## src/rtl/seq_divider_pkg.sv

```systemverilog
// Shared definitions for the sequential restoring divider: state encoding,
// default width and the step-counter width helper.
package seq_divider_pkg;

  localparam int WIDTH_DEF = 4;

  localparam logic [1:0] ST_IDLE = 2'd0;
  localparam logic [1:0] ST_RUN  = 2'd1;
  localparam logic [1:0] ST_DONE = 2'd2;

  typedef enum logic [1:0] {
    IDLE = ST_IDLE,
    RUN  = ST_RUN,
    DONE = ST_DONE
  } state_e;

  // Counter holds 0..WIDTH without wrapping during an operation.
  function automatic int cnt_w(input int w);
    return $clog2(w + 1);
  endfunction

endpackage

```

## src/rtl/full_adder.sv

```systemverilog
// One-bit full adder cell, the building block of the ripple adder chain.
module full_adder (
  input  logic a,
  input  logic b,
  input  logic cin,
  output logic sum,
  output logic cout
);

  assign sum  = a ^ b ^ cin;
  assign cout = (a & b) | (cin & (a ^ b));

endmodule

```

## src/rtl/ripple_subtractor.sv

```systemverilog
// N-bit a - b built from full_adder cells: a + ~b + 1. Borrow is the
// inverted final carry.
module ripple_subtractor #(
  parameter int N = 5
) (
  input  logic [N-1:0] a,
  input  logic [N-1:0] b,
  output logic [N-1:0] diff,
  output logic         borrow
);

  logic [N:0] w_c;

  assign w_c[0] = 1'b1;

  for (genvar g = 0; g < N; g++) begin : g_fa
    full_adder u_fa (
      .a    (a[g]),
      .b    (~b[g]),
      .cin  (w_c[g]),
      .sum  (diff[g]),
      .cout (w_c[g+1])
    );
  end

  assign borrow = ~w_c[N];

endmodule

```

## src/rtl/seq_divider.sv

```systemverilog
// Unsigned restoring divider, one quotient bit per clock, start/done handshake.
// Divide-by-zero short-circuits straight to DONE with quotient all ones.
module seq_divider
  import seq_divider_pkg::*;
#(
  parameter int WIDTH = WIDTH_DEF
) (
  input  logic             clk,
  input  logic             rst_n,
  input  logic             start,
  input  logic [WIDTH-1:0] dividend,
  input  logic [WIDTH-1:0] divisor,
  output logic             busy,
  output logic             done,
  output logic [WIDTH-1:0] quotient,
  output logic [WIDTH-1:0] remainder,
  output logic             div_by_zero
);

  localparam int CW = cnt_w(WIDTH);

  state_e           r_state, w_state_nxt;
  logic [WIDTH-1:0] r_d, r_q, r_r;
  logic [WIDTH-1:0] r_quot, r_rem;
  logic             r_dbz;
  logic [CW-1:0]    r_cnt;

  logic [WIDTH:0]   w_t, w_diff, w_r_nxt;
  logic [WIDTH-1:0] w_q_nxt;
  logic             w_borrow, w_last, w_unused_msb;

  // Partial remainder shifted left with the next dividend bit brought in.
  assign w_t = {r_r, r_q[WIDTH-1]};

  ripple_subtractor #(.N(WIDTH + 1)) u_sub (
    .a      (w_t),
    .b      ({1'b0, r_d}),
    .diff   (w_diff),
    .borrow (w_borrow)
  );

  assign w_r_nxt = w_borrow ? w_t : w_diff;
  assign w_q_nxt = {r_q[WIDTH-2:0], ~w_borrow};
  assign w_last  = (r_cnt == CW'(WIDTH - 1));
  // Restored remainder is always < divisor, so the top bit is always zero.
  assign w_unused_msb = w_r_nxt[WIDTH];

  always_ff @(posedge clk or negedge rst_n) begin
    if (!rst_n) r_state <= IDLE;
    else        r_state <= w_state_nxt;
  end

  always_comb begin
    w_state_nxt = r_state;
    case (r_state)
      IDLE:    if (start) w_state_nxt = (divisor == '0) ? DONE : RUN;
      RUN:     if (w_last) w_state_nxt = DONE;
      DONE:    w_state_nxt = IDLE;
      default: w_state_nxt = IDLE;
    endcase
  end

  always_ff @(posedge clk or negedge rst_n) begin
    if (!rst_n) begin
      r_d    <= '0;
      r_q    <= '0;
      r_r    <= '0;
      r_cnt  <= '0;
      r_quot <= '0;
      r_rem  <= '0;
      r_dbz  <= 1'b0;
    end else begin
      case (r_state)
        IDLE: begin
          if (start) begin
            if (divisor != '0) begin
              r_d   <= divisor;
              r_q   <= dividend;
              r_r   <= '0;
              r_cnt <= '0;
            end else begin
              r_quot <= '1;
              r_rem  <= dividend;
              r_dbz  <= 1'b1;
            end
          end
        end
        RUN: begin
          r_r   <= w_r_nxt[WIDTH-1:0];
          r_q   <= w_q_nxt;
          r_cnt <= r_cnt + 1'b1;
          if (w_last) begin
            r_quot <= w_q_nxt;
            r_rem  <= w_r_nxt[WIDTH-1:0];
            r_dbz  <= 1'b0;
          end
        end
        default: ;
      endcase
    end
  end

  assign busy        = (r_state != IDLE);
  assign done        = (r_state == DONE);
  assign quotient    = r_quot;
  assign remainder   = r_rem;
  assign div_by_zero = r_dbz;

endmodule

```

## config.mk

```make
export PLATFORM = sky130hd
export DESIGN_NAME = seq_divider
export DESIGN_NICKNAME = d
export VERILOG_FILES = /design/src/rtl/seq_divider_pkg.sv /design/src/rtl/full_adder.sv /design/src/rtl/ripple_subtractor.sv /design/src/rtl/seq_divider.sv
export SDC_FILE = /design/constraint.sdc
export NUM_CORES = 1
export LEC_CHECK = 0
export BUFFER_PORTS_ARGS = -buffer_cell sky130_fd_sc_hd__buf_2
export CAP_MARGIN = 5
export CELL_PAD_IN_SITES_DETAIL_PLACEMENT = 1
export CELL_PAD_IN_SITES_GLOBAL_PLACEMENT = 2
export CORE_UTILIZATION = 33
export CTS_CLUSTER_SIZE = 20
export DETAILED_ROUTE_END_ITERATION = 10
export MAX_ROUTING_LAYER = met4
export PLACE_DENSITY = 0.77
export SKIP_LAST_GASP = 1
export SYNTH_ARGS = -nofsm -noshare
export SYNTH_HDL_FRONTEND = slang
export SYNTH_HIERARCHICAL = 1
export SYNTH_SLANG_ARGS = --single-unit
```

## constraint.sdc

```tcl
create_clock -name clk -period 3.2 [get_ports clk]
set_clock_uncertainty 0.1 [all_clocks]
set_input_delay 0.48 -clock clk [delete_from_list [all_inputs] [get_ports clk]]
set_output_delay 0.48 -clock clk [all_outputs]
set_load 0.02 [all_outputs]
```

; Word level (Yosys, flattened, before mapping)
; Cells that the tools add are included.
[totals]
mem_count = 0
ram_bits = 0
register_bits = 26
rom_bits = 0
latch_bits = 0
input_bits = 11
elab_cells = 77
[classes]
n_mux = 26
mul = 0
n_reduce_logical = 9
order_cmp = 0
n_shift = 0
div_mod_pow = 0
n_addsub = 1
eq_ne = 7
bitwise = 26
[ops]
columns = operator, count
row1 = two-way mux 4 bit, 11
row2 = case mux 4 bit (2 select lines), 4
row3 = bitwise AND 1 bit, 8
row4 = "!= test 2 bit, second input constant", 4
row5 = bitwise XOR 1 bit, 7
row6 = two-way mux 2 bit, 3
row7 = two-way mux 3 bit, 2
row8 = NOT 1 bit, 6
row9 = case mux 3 bit (2 select lines), 1
row10 = AND reduction 3 bit, 2
row11 = OR 1 bit, 5
row12 = logical NOT 4 bit, 1
row13 = case mux 2 bit (2 select lines), 1
row14 = AND reduction 4 bit, 1
row15 = nonzero test 2 bit, 2
row16 = nonzero test 4 bit, 1
row17 = "adder 3 x 1 -> 3 bit, second input constant", 1
row18 = "equality test 3 x 2 -> 1 bit, second input constant", 1
row19 = two-way mux 1 bit, 3
row20 = "equality test 2 x 1 -> 1 bit, second input constant", 1
row21 = "equality test 2 bit, second input constant", 1
row22 = logical NOT 2 bit, 1
row23 = case mux 1 bit (2 select lines), 1
row24 = AND reduction 2 bit, 1

; Logic depth before layout (Yosys ltp)
[depth]
word_depth = 14
depth_mapped = 11
ltp_nobuf = 10

; By module
; Netlist, hierarchy kept.
[modules_own_cells]
columns = module, seq_area_each_um2, area_per_inst_um2, instances, cells_per_inst
row1 = seq_divider, 650.6, 1224.9, 1, 98
row2 = full_adder, 0.0, 20.0, 5, 1
row3 = ripple_subtractor, 0.0, 26.3, 1, 7

; Worst setup path after synthesis
; OpenSTA, ideal clock, no wires.
[synth_timing]
kind = flip-flop to flip-flop
startpoint = register r_q[3]
endpoint = register r_rem[0] (netlist: remainder[0])
stages_incl_launch_ff = 11
setup_slack_ns = -0.217
arrival_time_ns = 3.192
path_buffers = 1
t_required_ns = 2.975
setup_time_ns = 0.125
path_cell_list = dfrtp_1 -> fa_1 -> fa_1 -> fa_1 -> fa_1 -> fa_1 -> inv_1 -> buf_1 -> mux2i_1 -> mux2i_1 -> mux2_2
[synth_via]
elab_chain_cells = 13
elab_cells_between_ends = 15
[synth_lines]
columns = item, line_no
row1 = from (decl), seq_divider.sv:23  ; logic [WIDTH-1:0] r_d, r_q, r_r;
row2 = from (signal assigned), seq_divider.sv:78  ; r_q <= dividend;
row3 = from (signal assigned), seq_divider.sv:90  ; r_q <= w_q_nxt;
row4 = bitwise AND 1 bit / bitwise XOR 1 bit (equally long branches), full_adder.sv:11  ; assign cout = (a & b) | (cin & (a ^ b));
row5 = OR 1 bit *, full_adder.sv:11
row6 = net u_sub.w_c[1], ripple_subtractor.sv:12  ; logic [N:0] w_c;
row7 = bitwise AND 1 bit *, full_adder.sv:11
row8 = OR 1 bit *, full_adder.sv:11
row9 = net u_sub.w_c[2], ripple_subtractor.sv:12
row10 = bitwise AND 1 bit *, full_adder.sv:11
row11 = OR 1 bit *, full_adder.sv:11
row12 = net u_sub.w_c[3], ripple_subtractor.sv:12
row13 = (+1 left out), -
row14 = OR 1 bit *, full_adder.sv:11
row15 = net u_sub.w_c[4], ripple_subtractor.sv:12
row16 = bitwise AND 1 bit *, full_adder.sv:11
row17 = OR 1 bit *, full_adder.sv:11
row18 = net u_sub.w_c[5], ripple_subtractor.sv:12
row19 = two-way mux 4 bit *, seq_divider.sv:42  ; assign w_r_nxt = w_borrow ? w_t : w_diff;
row20 = two-way mux 4 bit *, seq_divider.sv:92  ; if (w_last) begin
row21 = case mux 4 bit (2 select lines) *, seq_divider.sv:73  ; case (r_state)
row22 = to (signal assigned), seq_divider.sv:83  ; r_rem <= dividend;
row23 = to (signal assigned), seq_divider.sv:94  ; r_rem <= w_r_nxt[WIDTH-1:0];
row24 = to (decl), seq_divider.sv:24  ; logic [WIDTH-1:0] r_quot, r_rem;
; Mark *: on every way through the listed nets, which the timed path passes. The rest lies on a longest branch. The select of a mux whose other input is x is not followed.
; A chain may end at the register's enable or synchronous reset.

; Worst setup path after layout
; Same ends and word-level chain as after synthesis.

==> summary.md <==
| Metric | Value |
|---|---|
| Gr usage total | `between 10 and 15%` |
| Largest net degree at the start of global routing | `27` |
| Overflow after GRT | `0` |
| Arrival time worst endpoint | `3230 ps` |
| Cts bufs inserted | `3` |
| Reg2reg path depth | `9` |
| Clock buffer depth | `2` |
| Drt wl/cell | `between 15 and 20 um` |
| Syn nets | `between 100 and 150` |
| Lkg Pwr | `0.748 nW` |
| CP max FO | `5` |
| Slew headroom | `48.9%` |
| Final slew viol count | `0` |
| P per Cell Area | `about 1100 nW/um2` |
| Final setup margin | `between 20 and 30 ps` |
| Final hold vios | `0` |
| Yosys reg bits | `26` |
| Share of Yosys cell area claimed by the top area cell type | `between 40% and 50%` |
| Yosys cell types | `33` |
| Count leader, synth | `dfrtp_1` |
| Crit path cell chain | `fa_2 -> fa_2 -> fa_2 -> fa_2 -> fa_2 -> clkinv_4 -> mux2i_2 -> mux2i_1 -> mux2_2` |
| Hold Path Class | `input pin to asynchronous set/reset pin` |
| Syn avg cell area | `between 10 and 15 um2` |
| Async SR Flop Fraction | `100%` |
| Final period util | `between 90% and 100%` |
| Power Total | `around 0.0018 W` |
| Vias in the first global route | `between 900 and 1000` |
| N_diodes | `0` |
| Share of cells above drive strength 1 | `a little over two fifths` |
| CTS root buffer | `clkbuf_8` |
| Drt drc | `0` |
| Crit-path slowest cell | `dfrtp_1` |
| EDFF count, synth | `0` |
| IO Port Bufs | `21` |
| Combinational share of power | `56.7%` |
| Pre-CTS WS | `-227 ps` |
| Type of element launching the critical path | `flop` |
| Global placement routability congestion | `between 0.7 and 0.8` |
| ANT nets after route | `0` |
| Area leader, netlist | `dfrtp_1` |
| CP Capture Type | `flop` |
| 1st-iter DRT viols | `42` |
| Vias per cell | `slightly below 5` |
| CP most frequent cell | `fa_2` |
| Sequential power share | `around 33%` |
| Clock-pin slew on the worst setup and hold paths | `~90 ps` |
| Sw frac | `between 30% and 40%` |
| Skew-Pair Late Insertion Delay | `between 200 and 300 ps` |
| Max VDD drop | `between 0.4 and 0.5 mV` |
| Final core utilization | `between 40% and 50%` |
| Nets@finish | `between 150 and 200` |
| Fmax achieved | `roughly 320 MHz` |
| RSZ-0062 raised after global routing | `yes` |
| Most frequent cells after synthesis | `dfrtp_1, inv_1, mux2_2` |
| Net Sw Power | `0.000691 W` |
| Setup violators final | `0` |
| Min Tclk post-route | `3170 ps` |
| CP peak stage delay | `about 400 ps` |
| Cells after Synth | `110` |
| Die width | `roughly 66 um` |
| Req. time, crit path | `about 3300 ps` |
| Sequential element share of the synthesized area | `between 40% and 50%` |
| # H-tree levels | `1` |
| Synth top area cells | `dfrtp_1, mux2_2, fa_1, mux2i_1, mux2_4` |
| Clk pwr share | `between 10 and 15%` |
| Wirelength, routed | `~2.8 mm` |
| Top_reg_cell synth | `dfrtp_1` |
| Hold Buf Count CTS | `0` |
| Synthesized cell area | `about 1400 um2` |
| Worst-margin pin slew | `between 700 and 800 ps` |
| Initial Util | `a little over a third` |
| Rows | `22` |
| Core region area | `3800 um2` |
| Antenna violations before repair | `0` |
| Status | `finished, final reports clean` |
| Total number of vias | `~920` |
| CP Class | `flop to flop` |
| Synth Warn # | `6` |
| Pre-Repair DR Iteration Count | `2` |
| Area of the die | `4350 um2` |
| DP HPWL | `about 2.1 mm` |
| Num ports | `22` |
| MaxCap Viol Count | `0` |
| Die Ht | `approximately 66 um` |
| Cell internal pwr | `~0.0011 W` |
| Filler cell count | `410` |
| TritonCTS clock tree | `done` |
| Area Growth Syn to Fin | `21.4%` |
| Global-route wire length before repair | `roughly 4.7 mm` |
| Clock sink total | `26` |
==> cell type report <==
type | instances | area [um2] | share of cell area, %
multi-input combinational | 64 | 651 | 39.7
inverter | 14 | 57.6 | 3.51
timing repair buffer | 31 | 180 | 11.0
clock buffer | 3 | 41.3 | 2.52
tap | 48 | 60.1 | 3.66
sequential | 26 | 651 | 39.7
==> cell usage in the layout, fill, tap and decap left out, types with 2 or more instances in the layout <==
| cell type | n |
|---|---|
| mux2i_2 | 2 |
| a21oi_1 | 2 |
| clkbuf_8 | 3 |
| buf_4 | 10 |
| inv_1 | 13 |
| buf_2 | 21 |
| o2bb2ai_1 | 4 |
| nor2_1 | 3 |
| mux2_4 | 5 |
| o22a_1 | 3 |
| ha_1 | 2 |
| mux2_2 | 10 |
| o21ai_0 | 3 |
| nand2_1 | 2 |
| conb_1 | 2 |
| fa_2 | 5 |
| mux2i_1 | 6 |
| dfrtp_1 | 26 |
==> per-layer routing <==
layer	routed length (um)	track usage, %	vias up	share of wire (%)
li1	-	-	432	-
met1	1370	21.2	473	49
met2	1370	22.2	11	49
met3	66	2.07	2	2.3
met4	7	3.19	0	0.25
met5	0	-	-	0
==> power by group through the flow <==
stage                     registers (W)  logic [W]  clock network, W
after detailed placement       0.000597   0.000883                 0
after global placement         0.000588   0.000859                 0
after floorplan                0.000625   0.000581                 0
after CTS                      0.000591   0.000947          0.000192
after global routing           0.000614    0.00110          0.000204
final                          0.000590    0.00101          0.000183
==> worst max-delay path, delay by kind of cell, from the launching register on <==
family	cells	cell delay, ps
adders and majority gates	5	1820
buffers and inverters	1	100
DFF	1	410
muxes	3	640
==> registers in the layout (all words and copies together), names as in the netlist <==
| signal | count |
|---|---|
| r_state | 2 |
| r_cnt | 3 |
| div_by_zero | 1 |
| r_r | 4 |
| r_d | 4 |
| quotient | 4 |
| remainder | 4 |
| r_q | 4 |
==> timing repair <==
item | in CTS | in global routing
resized for setup | 7 | 4
hold endpoints to repair | 0 | 0
buffers inserted | 2 | 2
endpoints found under the setup margin | 8 | 4
==> cells by family (layout without fill, tap and decap cells) <==
logic type / Yosys count / in the layout / share of synthesized area (%)
AND/OR/NAND/NOR: 12 / 12 / 4.72
adder cells (fa/ha/maj): 7 / 7 / 9.26
AO/OA/AOI/OAI: 19 / 19 / 10.6
multiplexers: 24 / 24 / 20.3
buffers and inverters: 20 / 48 / 6.39
flip-flops: 26 / 26 / 48.1
other: 2 / 2 / 0.556
==> final timing paths <==
check / end / slack, ps / from
max in group asynchronous: r_cnt[2] / 2500 / rst_n
worst max register to register: remainder[0] / 30 / r_q[3]
worst min-delay path: r_state[0] / 100 / rst_n
worst max-delay path: remainder[0] / 30 / r_q[3]
worst min register to register: r_cnt[0] / 380 / r_cnt[0]
min in group clk: r_d[1] / 370 / divisor[1]
==> stage by stage <==
step,std cells,hold slack (ps),area [um2],setup TNS (ps)
6_report,186,99.4,1640,0
5_1_grt,186,145,1640,-116
4_1_cts,184,124,1610,0
3_5_place_dp,179,376,1530,-882
3_3_place_gp,179,369,1530,-373
2_1_floorplan,110,84.4,1360,0
Note: power is estimated with default switching activity, not from simulation.
